**config.mk**
```make
export PLATFORM = sky130hd
export DESIGN_NAME = set_reset_sequencer
export DESIGN_NICKNAME = d
export VERILOG_FILES = /design/src/rtl/set_reset_sequencer.sv
export SDC_FILE = /design/constraint.sdc
export NUM_CORES = 1
export LEC_CHECK = 0
export BUFFER_PORTS_ARGS = -buffer_cell sky130_fd_sc_hd__clkbuf_2
export CAP_MARGIN = 20
export CELL_PAD_IN_SITES_DETAIL_PLACEMENT = 1
export CELL_PAD_IN_SITES_GLOBAL_PLACEMENT = 1
export CORE_ASPECT_RATIO = 0.9
export CORE_MARGIN = 2
export CORE_UTILIZATION = 42
export CTS_CLUSTER_DIAMETER = 150
export CTS_CLUSTER_SIZE = 8
export DETAILED_ROUTE_END_ITERATION = 6
export GPL_ROUTABILITY_DRIVEN = 0
export PLACE_DENSITY = 0.74
export SLEW_MARGIN = 20
export SYNTH_ARGS = -nofsm -noshare
export SYNTH_HDL_FRONTEND = slang
export SYNTH_SLANG_ARGS = --single-unit
```
**constraint.sdc**
```tcl
create_clock -name clk -period 3.3 [get_ports clk]
set_clock_uncertainty 0.1 [all_clocks]
set_input_delay 0 -clock clk [delete_from_list [all_inputs] [get_ports clk]]
set_output_delay 0 -clock clk [all_outputs]
set_load 0.005 [all_outputs]
```
**src/rtl/set_reset_sequencer.sv**
```systemverilog
// rtl/set_reset_sequencer.sv - synchronized, arbitrated set/reset pulse generator with dead gap
module set_reset_sequencer #(
    parameter int SYNC_STAGES = 2,
    parameter int PULSE_W     = 4,
    parameter int GAP_W       = 2,
    parameter int CNT_W       = 4
) (
    input  logic clk,
    input  logic reset,
    input  logic enable,
    input  logic set_req,
    input  logic clr_req,
    input  logic ovf_clr,
    output logic set_o,
    output logic reset_n_o,
    output logic busy,
    output logic ovf
);

    typedef enum logic [1:0] {
        IDLE  = 2'd0,
        SET_P = 2'd1,
        CLR_P = 2'd2,
        GAP   = 2'd3
    } state_t;

    // Counter reload values; the counter runs down to zero inclusive.
    localparam logic [CNT_W-1:0] PULSE_LOAD = CNT_W'(PULSE_W - 1);
    localparam logic [CNT_W-1:0] GAP_LOAD   = CNT_W'(GAP_W - 1);

    logic [SYNC_STAGES-1:0] set_sync_q;
    logic [SYNC_STAGES-1:0] clr_sync_q;
    logic                   set_edge_q;
    logic                   clr_edge_q;
    logic                   set_rise;
    logic                   clr_rise;

    logic                   set_pend_q, set_pend_d;
    logic                   clr_pend_q, clr_pend_d;
    logic                   ovf_q, ovf_d;
    logic                   take_set;
    logic                   take_clr;

    state_t                 state_q, state_d;
    logic [CNT_W-1:0]       cnt_q, cnt_d;

    logic                   set_q;
    logic                   rstn_q;
    logic                   busy_q;

    // Synchronizer chains and edge-detect registers for both raw requests.
    always_ff @(posedge clk) begin
        if (!reset) begin
            set_sync_q <= '0;
            clr_sync_q <= '0;
            set_edge_q <= 1'b0;
            clr_edge_q <= 1'b0;
        end else begin
            set_sync_q <= {set_sync_q[SYNC_STAGES-2:0], set_req};
            clr_sync_q <= {clr_sync_q[SYNC_STAGES-2:0], clr_req};
            set_edge_q <= set_sync_q[SYNC_STAGES-1];
            clr_edge_q <= clr_sync_q[SYNC_STAGES-1];
        end
    end

    assign set_rise = set_sync_q[SYNC_STAGES-1] & ~set_edge_q;
    assign clr_rise = clr_sync_q[SYNC_STAGES-1] & ~clr_edge_q;

    // Pending flags are one deep; an edge that finds its flag already set is lost and flagged.
    always_comb begin
        set_pend_d = set_pend_q;
        clr_pend_d = clr_pend_q;
        ovf_d      = ovf_q;
        if (ovf_clr) begin
            ovf_d = 1'b0;
        end
        if (take_set) begin
            set_pend_d = 1'b0;
        end
        if (take_clr) begin
            clr_pend_d = 1'b0;
        end
        if (set_rise) begin
            if (set_pend_q) begin
                ovf_d = 1'b1;
            end else begin
                set_pend_d = 1'b1;
            end
        end
        if (clr_rise) begin
            if (clr_pend_q) begin
                ovf_d = 1'b1;
            end else begin
                clr_pend_d = 1'b1;
            end
        end
    end

    // Pending flags and sticky overflow register.
    always_ff @(posedge clk) begin
        if (!reset) begin
            set_pend_q <= 1'b0;
            clr_pend_q <= 1'b0;
            ovf_q      <= 1'b0;
        end else begin
            set_pend_q <= set_pend_d;
            clr_pend_q <= clr_pend_d;
            ovf_q      <= ovf_d;
        end
    end

    // Next-state logic: set wins arbitration in IDLE; pulses and gaps always run to completion.
    always_comb begin
        state_d  = state_q;
        cnt_d    = cnt_q;
        take_set = 1'b0;
        take_clr = 1'b0;
        case (state_q)
            IDLE: begin
                if (enable && set_pend_q) begin
                    state_d  = SET_P;
                    cnt_d    = PULSE_LOAD;
                    take_set = 1'b1;
                end else if (enable && clr_pend_q) begin
                    state_d  = CLR_P;
                    cnt_d    = PULSE_LOAD;
                    take_clr = 1'b1;
                end
            end
            SET_P, CLR_P: begin
                if (cnt_q == '0) begin
                    state_d = GAP;
                    cnt_d   = GAP_LOAD;
                end else begin
                    cnt_d = cnt_q - 1'b1;
                end
            end
            GAP: begin
                if (cnt_q == '0) begin
                    state_d = IDLE;
                end else begin
                    cnt_d = cnt_q - 1'b1;
                end
            end
            default: begin
                state_d = IDLE;
                cnt_d   = '0;
            end
        endcase
    end

    // State, counter and registered outputs decoded from the upcoming state.
    always_ff @(posedge clk) begin
        if (!reset) begin
            state_q <= IDLE;
            cnt_q   <= '0;
            set_q   <= 1'b0;
            rstn_q  <= 1'b1;
            busy_q  <= 1'b0;
        end else begin
            state_q <= state_d;
            cnt_q   <= cnt_d;
            set_q   <= (state_d == SET_P);
            rstn_q  <= (state_d != CLR_P);
            busy_q  <= (state_d != IDLE);
        end
    end

    assign set_o     = set_q;
    assign reset_n_o = rstn_q;
    assign busy      = busy_q;
    assign ovf       = ovf_q;

endmodule
```
==> results of run 1 <==
## flip-flops by register name (all words and copies together) (netlist names), 2 cells and up
| name | cells |
|---|---|
| state_q | 2 |
| set_sync_q | 2 |
| clr_sync_q | 2 |
| cnt_q | 4 |
## cell type report
class / count / area, um^2 / share of cell area
repair buffers: 16 / 115 / 0.115
multi-input cells: 61 / 430 / 0.431
inverters: 7 / 26.3 / 0.0263
well taps: 25 / 31.3 / 0.0313
flip-flops and latches: 18 / 360 / 0.360
clock buffers: 4 / 36.3 / 0.0363
## per-layer routing
layer	GRT usage	part of all wire	vias to the layer above
met5	0	0	-
met3	0.0617	0.037	2
met1	0.211	0.49	326
li1	-	-	354
met2	0.289	0.46	9
met4	0.0324	0.0086	0
## stage by stage
| stage | utilization | setup slack [ns] |
|---|---|---|
| floorplan | - | 1.70 |
| global placement | 0.476 | 1.56 |
| detailed placement | 0.476 | 1.50 |
| CTS | 0.533 | 1.48 |
| global route | 0.533 | 1.39 |
| finish | 0.533 | 1.51 |
## cell families after synthesis
group / after synthesis
simple gates: 34
buf+inv: 9
compound gates: 23
fa+ha+maj: 4
flops: 18
## where the power goes
group / internal, mW / switching [mW]
Clock: 0.0672 / 0.0671
Combinational: 0.0365 / 0.0423
Sequential: 0.227 / 0.00749
## what timing repair did
action | 4_1_cts | 5_1_grt
endpoints found under the setup margin | 0 | 0
hold buffers | 7 | 0
hold endpoints to repair | 10 | 0
## cells in the mapped netlist (all sizes together)
master	count
a22oi	1
o31ai	1
dfxtp	18
nor3b	2
a32o	2
o311a	1
clkbuf	2
inv	6
clkinv	1
and3	1
nor2	8
a21oi	5
nor3	5
a21o	1
nand2b	1
nand3b	2
nand2	3
a31oi	3
o21ai	5
o31a	1
nand3	1
and2	7
or4	1
a221o	1
or3b	2
a211oi	2
and4b	1
ha	4
## critical path, stage by stage, from the launching register on
cell	delay, ns
dfxtp_1	0.41
inv_1	0.09
ha_1	0.36
o21ai_0	0.32
o21ai_0	0.15
a32o_1	0.27
## path summary, 6_finish.rpt
check	from	to	slack (ns)	cells past startpoint
worst max-delay path	state_q[0]	cnt_q[3]	1.51	5
worst min-delay path	set_sync_q[0]	set_sync_q[1]	0.35	1
worst min register to register	set_sync_q[0]	set_sync_q[1]	0.35	1
worst max register to register	state_q[0]	cnt_q[3]	1.51	5
==> run_results.csv, run 1 <==
group,metric,value,unit
flow_run,maxCapViolCount,0,
timing,setup_tns,0,ns
cts,cts_buffers,3,
timing,fin_crit,1.79,ns
worst_setup_path,crit_fanout,5,
die,initial_core_util,0.440,
synth,yosysSeqAreaShare,0.436,
synth,yosys.area_share.adder,0.0606,
power,p_per_area,448,nW/um^2
power,leakage,0.422,nW
die,io_pins,10,
layout,fill_cells,230,
route,wl,1.75,mm
timing,hold_ws,0.348,ns
power,ir_worst_vdd,0.316,mV
route,dr.pass1.iters,3,
synth,synth_top_family_by_area,"simple AND/OR/NAND/NOR gates",
cts,htreeDepth,1,
power,power.total,0.447,mW
grt,gr-total-overflow,0,
synth,synth_compound_area_frac,0.211,
route,vias_per_cell,5.27,
synth,yosys.area.top_type,"dfxtp_1",
timing,rsz0062_at_grt,"false",
cts,clkSinkCount,18,
cts,clk_pin_slew,0.10,ns
synth,ys_top_cells_by_area,"dfxtp_1 44%, ha_1 6.1%, and2_1 5.3%, nor2_1 3.6%, o21ai_0 3.0%",
worst_setup_path,cp.arrival,1.89,ns
synth,synth_cells,88,
timing,hold_violations,0,
worst_setup_path,crit_type,"register to register",
layout,areaGrowthSynthToFinish,21.1,%
grt,grt_pass1_vias,652,
worst_setup_path,cp-start-kind,"register",
synth,synth-xor-area-share,0,
run_status,status,"complete, no violations",
die,fp-row-count,15,
cts,cts_tree,"built",
route,drcViolationCount,0,
layout,layout_commonest_cell,"dfxtp_1",
cts,cts-root-buf,"clkbuf_4",
timing,setup_viol,0,
worst_setup_path,critPathCaptureType,"register",
route,vias,691,
worst_setup_path,required,3.39,ns
route,ant_nets,0,
synth,synthMuxAreaShare,0,
synth,postSynthAreaPerCell,9.38,um^2
grt,grt_max_degree,13,
place,placed_cell_area,893,um^2
route,drt_iter0_drc,6,
layout,drive_above_1_share,0.208,
timing,drv_slew,0,
die,die-width,50.7,um
synth,synth_fp_nets,98,
synth,synth-simple-area-share,0.250,
cts,post_cts_resized,0,
cts,cts_buffer_depth,2,
synth,synth_area,826,um^2
layout,layout.nets,117,
die,fp.dieH,46.1,um
layout,design_area,1000,um^2
layout,instances_no_fill,131,
synth,ys_seq_elements,18,
cts,postCtsSetupBuffers,0,
grt,antenna_found_initial,0,
die,dieArea,2340,um^2
synth,yosys_warnings,0,
synth,synthDistinctLibCells,33,
place,place_inst,120,
layout,final_cell_mix,"18 x dfxtp_1, 9 x clkbuf_2, 8 x nor2_1",
place,portBuffers,9,
timing,fmax,0.557,GHz
hold_path,holdCritPathClass,"register to register",
grt,track_usage,0.170,
grt,grt_pass1_wl,2.86,mm
timing,period_share,0.544,
layout,diodes,0,
route,wire_per_inst,13.3,um
place,hpwl,1.22,mm
timing,relSlewSlack,0.678,
timing,tightest_slew,0.478,ns
cts,clk_latency,0.29,ns
die,design.core.area,1880,um^2
synth,netlist.area_leader.share,0.436,
Power figures use the tool's default switching activity.
==> inputs of run 2 (changes only) <==
- CORE_UTILIZATION: 42 -> 37
- PLACE_DENSITY: 0.74 -> 0.69
- clock period: 3.3 -> 1.6 ns (I/O delays scaled with it)
==> run_results.csv, run 2 (same netlist as run 1, synthesis figures left out) <==
group,metric,value,unit
hold_path,holdCritPathClass,"register to register",
cts,htreeDepth,1,
run_status,status,"complete, but fails checks",
layout,areaGrowthSynthToFinish,38.6,%
timing,drv_slew,0,
run_status,violations,"negative setup slack",
timing,fmax,0.610,GHz
route,dr.pass1.iters,7,
die,initial_core_util,0.386,
worst_setup_path,cp.arrival,1.73,ns
worst_setup_path,required,1.69,ns
die,fp-row-count,16,
grt,grt_pass1_wl,3.24,mm
worst_setup_path,crit_fanout,3,
worst_setup_path,critPathCaptureType,"register",
layout,regMostFlops,"cnt_q",
layout,diodes,0,
die,fp.dieH,48.8,um
worst_setup_path,crit_slowest_cell,"or3b_4",
power,power.total,0.942,mW
power,leakage,0.505,nW
layout,multi_input_area,499,um^2
power,p_per_area,823,nW/um^2
cts,cts_tree,"built",
layout,layout_commonest_cell,"dfxtp_1",
cts,cts-root-buf,"clkbuf_4",
die,dieArea,2630,um^2
timing,setup_viol,5,
timing,relSlewSlack,0.749,
place,portBuffers,9,
route,drcViolationCount,0,
layout,largest_reg_flops,4,
worst_setup_path,slowest_delay,0.41,ns
timing,hold_ws,0.353,ns
layout,seq_area,365,um^2
worst_setup_path,crit_type,"register to register",
cts,clkSinkCount,18,
worst_setup_path,crit_chain,"inv_2 > ha_4 > or3b_4 > a21oi_4 > o31ai_4 > and2_1",
timing,period_share,1.03,
worst_setup_path,cp-start-kind,"register",
grt,antenna_found_initial,0,
route,ant_nets,0,
grt,gr-total-overflow,0,
layout,layout.nets,128,
layout,final_cell_mix,"14 x dfxtp_1, 11 x buf_4, 9 x clkbuf_2",
place,hpwl,1.47,mm
grt,grt_pass1_vias,747,
route,vias,761,
route,vias_per_cell,5.32,
worst_setup_path,cp_top_family,"simple AND/OR/NAND/NOR gates",
timing,fin_crit,1.64,ns
timing,hold_violations,0,
die,die-width,53.8,um
flow_run,maxCapViolCount,0,
route,wl,2.10,mm
timing,rsz0062_at_grt,"true",
layout,fill_cells,253,
grt,track_usage,0.171,
die,io_pins,10,
route,wire_per_inst,14.7,um
timing,fin_ws,-0.0401,ns
die,design.core.area,2140,um^2
power,ir_worst_vdd,0.407,mV
timing,tightest_slew,0.374,ns
cts,cts_buffers,3,
route,drt_iter0_drc,6,
worst_setup_path,path_buf_inv,1,
place,post-place-ws,-0.0670,ns
cts,cts_buffer_depth,2,
layout,drive_above_1_share,0.397,
grt,grt_max_degree,13,
cts,clk_latency,0.29,ns
cts,clk_pin_slew,0.10,ns
[run 2: power breakdown]
part / switching [mW] / total [mW] / internal (mW)
logic: 0.117 / 0.235 / 0.118
clock network: 0.138 / 0.225 / 0.0875
registers: 0.0121 / 0.481 / 0.469
[run 2: path summary, 6_finish.rpt]
kind / from / to / slack [ns] / cells after the start
worst max-delay path: cnt_q[0] / state_q[1] / -0.04 / 6
worst min-delay path: clr_sync_q[0] / clr_sync_q[1] / 0.35 / 1
worst max register to register: cnt_q[0] / state_q[1] / -0.04 / 6
worst min register to register: clr_sync_q[0] / clr_sync_q[1] / 0.35 / 1
[run 2: layout make-up]
| class | instances | area share |
|---|---|---|
| clock buffers | 3 | 0.0197 |
| inverters | 7 | 0.0230 |
| multi-input cells | 61 | 0.436 |
| flip-flops and latches | 18 | 0.319 |
| well taps | 27 | 0.0295 |
| repair buffers | 27 | 0.173 |
[run 2: worst register-to-register path, cell delays in order, from the launching register on]
cell and delay, ns:
dfxtp_2 0.33, inv_2 0.06, ha_4 0.14, or3b_4 0.41
a21oi_4 0.24, o31ai_4 0.10, and2_1 0.17
[run 2: routing by layer]
layer	track usage	wire length, um
met1	0.218	941
met2	0.283	1080
met3	0.0460	75
met4	0.0385	0
met5	0	0
[run 2: per-stage QoR]
stage               area [um^2]  TNS [ns]  utilization  instances
finish                     1140    -0.118        0.534        143
global route               1140    -0.318        0.534        143
CTS                        1080   -0.0487        0.505        143
detailed placement          973    -0.222        0.454        132
global placement            973    -0.121        0.454        132
floorplan                   828         0            -         88
[run 2: repair_timing]
action	in CTS	in global routing
hold buffers	7	0
pin swaps	3	6
setup buffers	1	0
endpoints found under the hold margin	9	0
endpoints found under the setup margin	7	9
gates resized for setup	5	13
==> inputs of run 3 (changes only) <==
- SKIP_CTS_REPAIR_TIMING: default -> 1
- clock period: 1.6 -> 1.45 ns (I/O delays scaled with it)
==> run_results.csv, run 3 (same netlist as run 1, synthesis figures left out) <==
group,metric,value,unit
worst_setup_path,cp.arrival,1.70,ns
layout,final_cell_mix,"13 x dfxtp_1, 12 x buf_4, 9 x clkbuf_2",
cts,cts-root-buf,"clkbuf_4",
power,combinationalPowerShare,0.234,
timing,period_share,1.10,
grt,antenna_found_initial,0,
cts,clk_latency,0.30,ns
power,leakage,0.484,nW
route,dr.pass1.iters,3,
layout,regMostFlops,"cnt_q",
layout,areaGrowthSynthToFinish,41.8,%
layout,fill_cells,249,
cts,htreeDepth,1,
worst_setup_path,crit_type,"register to register",
timing,hold_ws,0.0265,ns
grt,grt_max_degree,11,
die,design.core.area,2140,um^2
layout,largest_reg_flops,4,
grt,grt_pass1_vias,755,
route,drcViolationCount,0,
timing,hold_violations,0,
place,hpwl,1.40,mm
timing,setup_viol,7,
die,initial_core_util,0.386,
flow_run,maxCapViolCount,0,
route,vias,754,
die,dieArea,2630,um^2
layout,design_area,1170,um^2
power,pwr-share-seq,0.478,
timing,tightest_slew,0.343,ns
cts,clkSinkCount,18,
grt,use_met3,0.0215,
route,wl,2.04,mm
layout,layout_commonest_cell,"dfxtp_1",
cts,cts_buffers,3,
layout,diodes,0,
place,placed_cell_area,1010,um^2
route,ant_nets,0,
cts,cts_buffer_depth,2,
grt,grt_use_met1,0.191,
power,p_sw,0.301,mW
place,place_inst,135,
cts,clk_pin_slew,0.11,ns
timing,fmax,0.625,GHz
place,post-place-ws,-0.115,ns
power,p_sw_frac,0.272,
place,portBuffers,9,
power,p_int,0.807,mW
route,drt_iter0_drc,7,
die,fp-row-count,16,
layout,multi_input_area,508,um^2
layout,utilization,0.547,
timing,fin_ws,-0.149,ns
timing,fin_crit,1.60,ns
grt,gr-max-usage-layer,"met2",
layout,drive_above_1_share,0.462,
grt,grt.met2_usage,0.272,
power,p_per_area,946,nW/um^2
grt,gr-total-overflow,0,
die,fp.dieH,48.8,um
route,wire_per_inst,14.1,um
power,clockPowerShare,0.288,
worst_setup_path,critPathCaptureType,"register",
power,ir_worst_vdd,0.575,mV
worst_setup_path,cp-start-kind,"register",
layout,seq_area,369,um^2
route,vias_per_cell,5.24,
worst_setup_path,crit_fanout,3,
cts,cts_tree,"built",
run_status,violations,"negative setup slack",
timing,rsz0062_at_grt,"true",
worst_setup_path,required,1.55,ns
timing,relSlewSlack,0.770,
hold_path,holdCritPathClass,"input port to register",
die,io_pins,10,
layout,instances_no_fill,144,
grt,track_usage,0.160,
die,die-width,53.8,um
run_status,status,"complete, but fails checks",
grt,grt_pass1_wl,3.12,mm
layout,layout.nets,128,
timing,drv_slew,0,
[run 3: final cells by class]
cell class              instances  share of cell area
multi-input cells              61               0.434
flip-flops and latches         18               0.315
repair buffers                 27               0.169
clock buffers                   4              0.0310
well taps                      27              0.0288
inverters                       7              0.0224
[run 3: routing by layer]
layer / routed length [um] / share of wire
met1: 926 / 0.46
met2: 1020 / 0.50
met3: 46 / 0.023
met4: 38 / 0.019
met5: 0 / 0
[run 3: power by group through the flow]
stage	combinational (mW)	clock, mW	sequential (mW)
detailed placement	0.212	0	0.542
floorplan	0.137	0	0.543
global route	0.291	0.353	0.533
CTS	0.213	0.324	0.531
global placement	0.205	0	0.541
finish	0.259	0.319	0.530
[run 3: worst max-delay path, stage by stage (launching register included)]
cell and delay [ns]:
dfxtp_2 0.34, inv_2 0.06, ha_4 0.14, or3b_4 0.40
a21oi_4 0.17, o31ai_2 0.11, and2_1 0.17
[run 3: final timing paths]
check                              startpoint       endpoint  slack (ns)  cells past startpoint
worst max-delay path                 cnt_q[1]     state_q[1]       -0.15                      6
worst min-delay path                   enable     set_pend_q        0.03                      4
worst max register to register       cnt_q[1]     state_q[1]       -0.15                      6
worst min register to register  clr_sync_q[0]  clr_sync_q[1]        0.35                      1
[run 3: stage by stage]
| stage | power, mW | TNS, ns |
|---|---|---|
| finish | 1.11 | -0.648 |
| global route | 1.18 | -1.41 |
| CTS | 1.07 | -0.849 |
| detailed placement | 0.754 | -0.661 |
| global placement | 0.746 | -0.424 |
| floorplan | 0.680 | -0.150 |
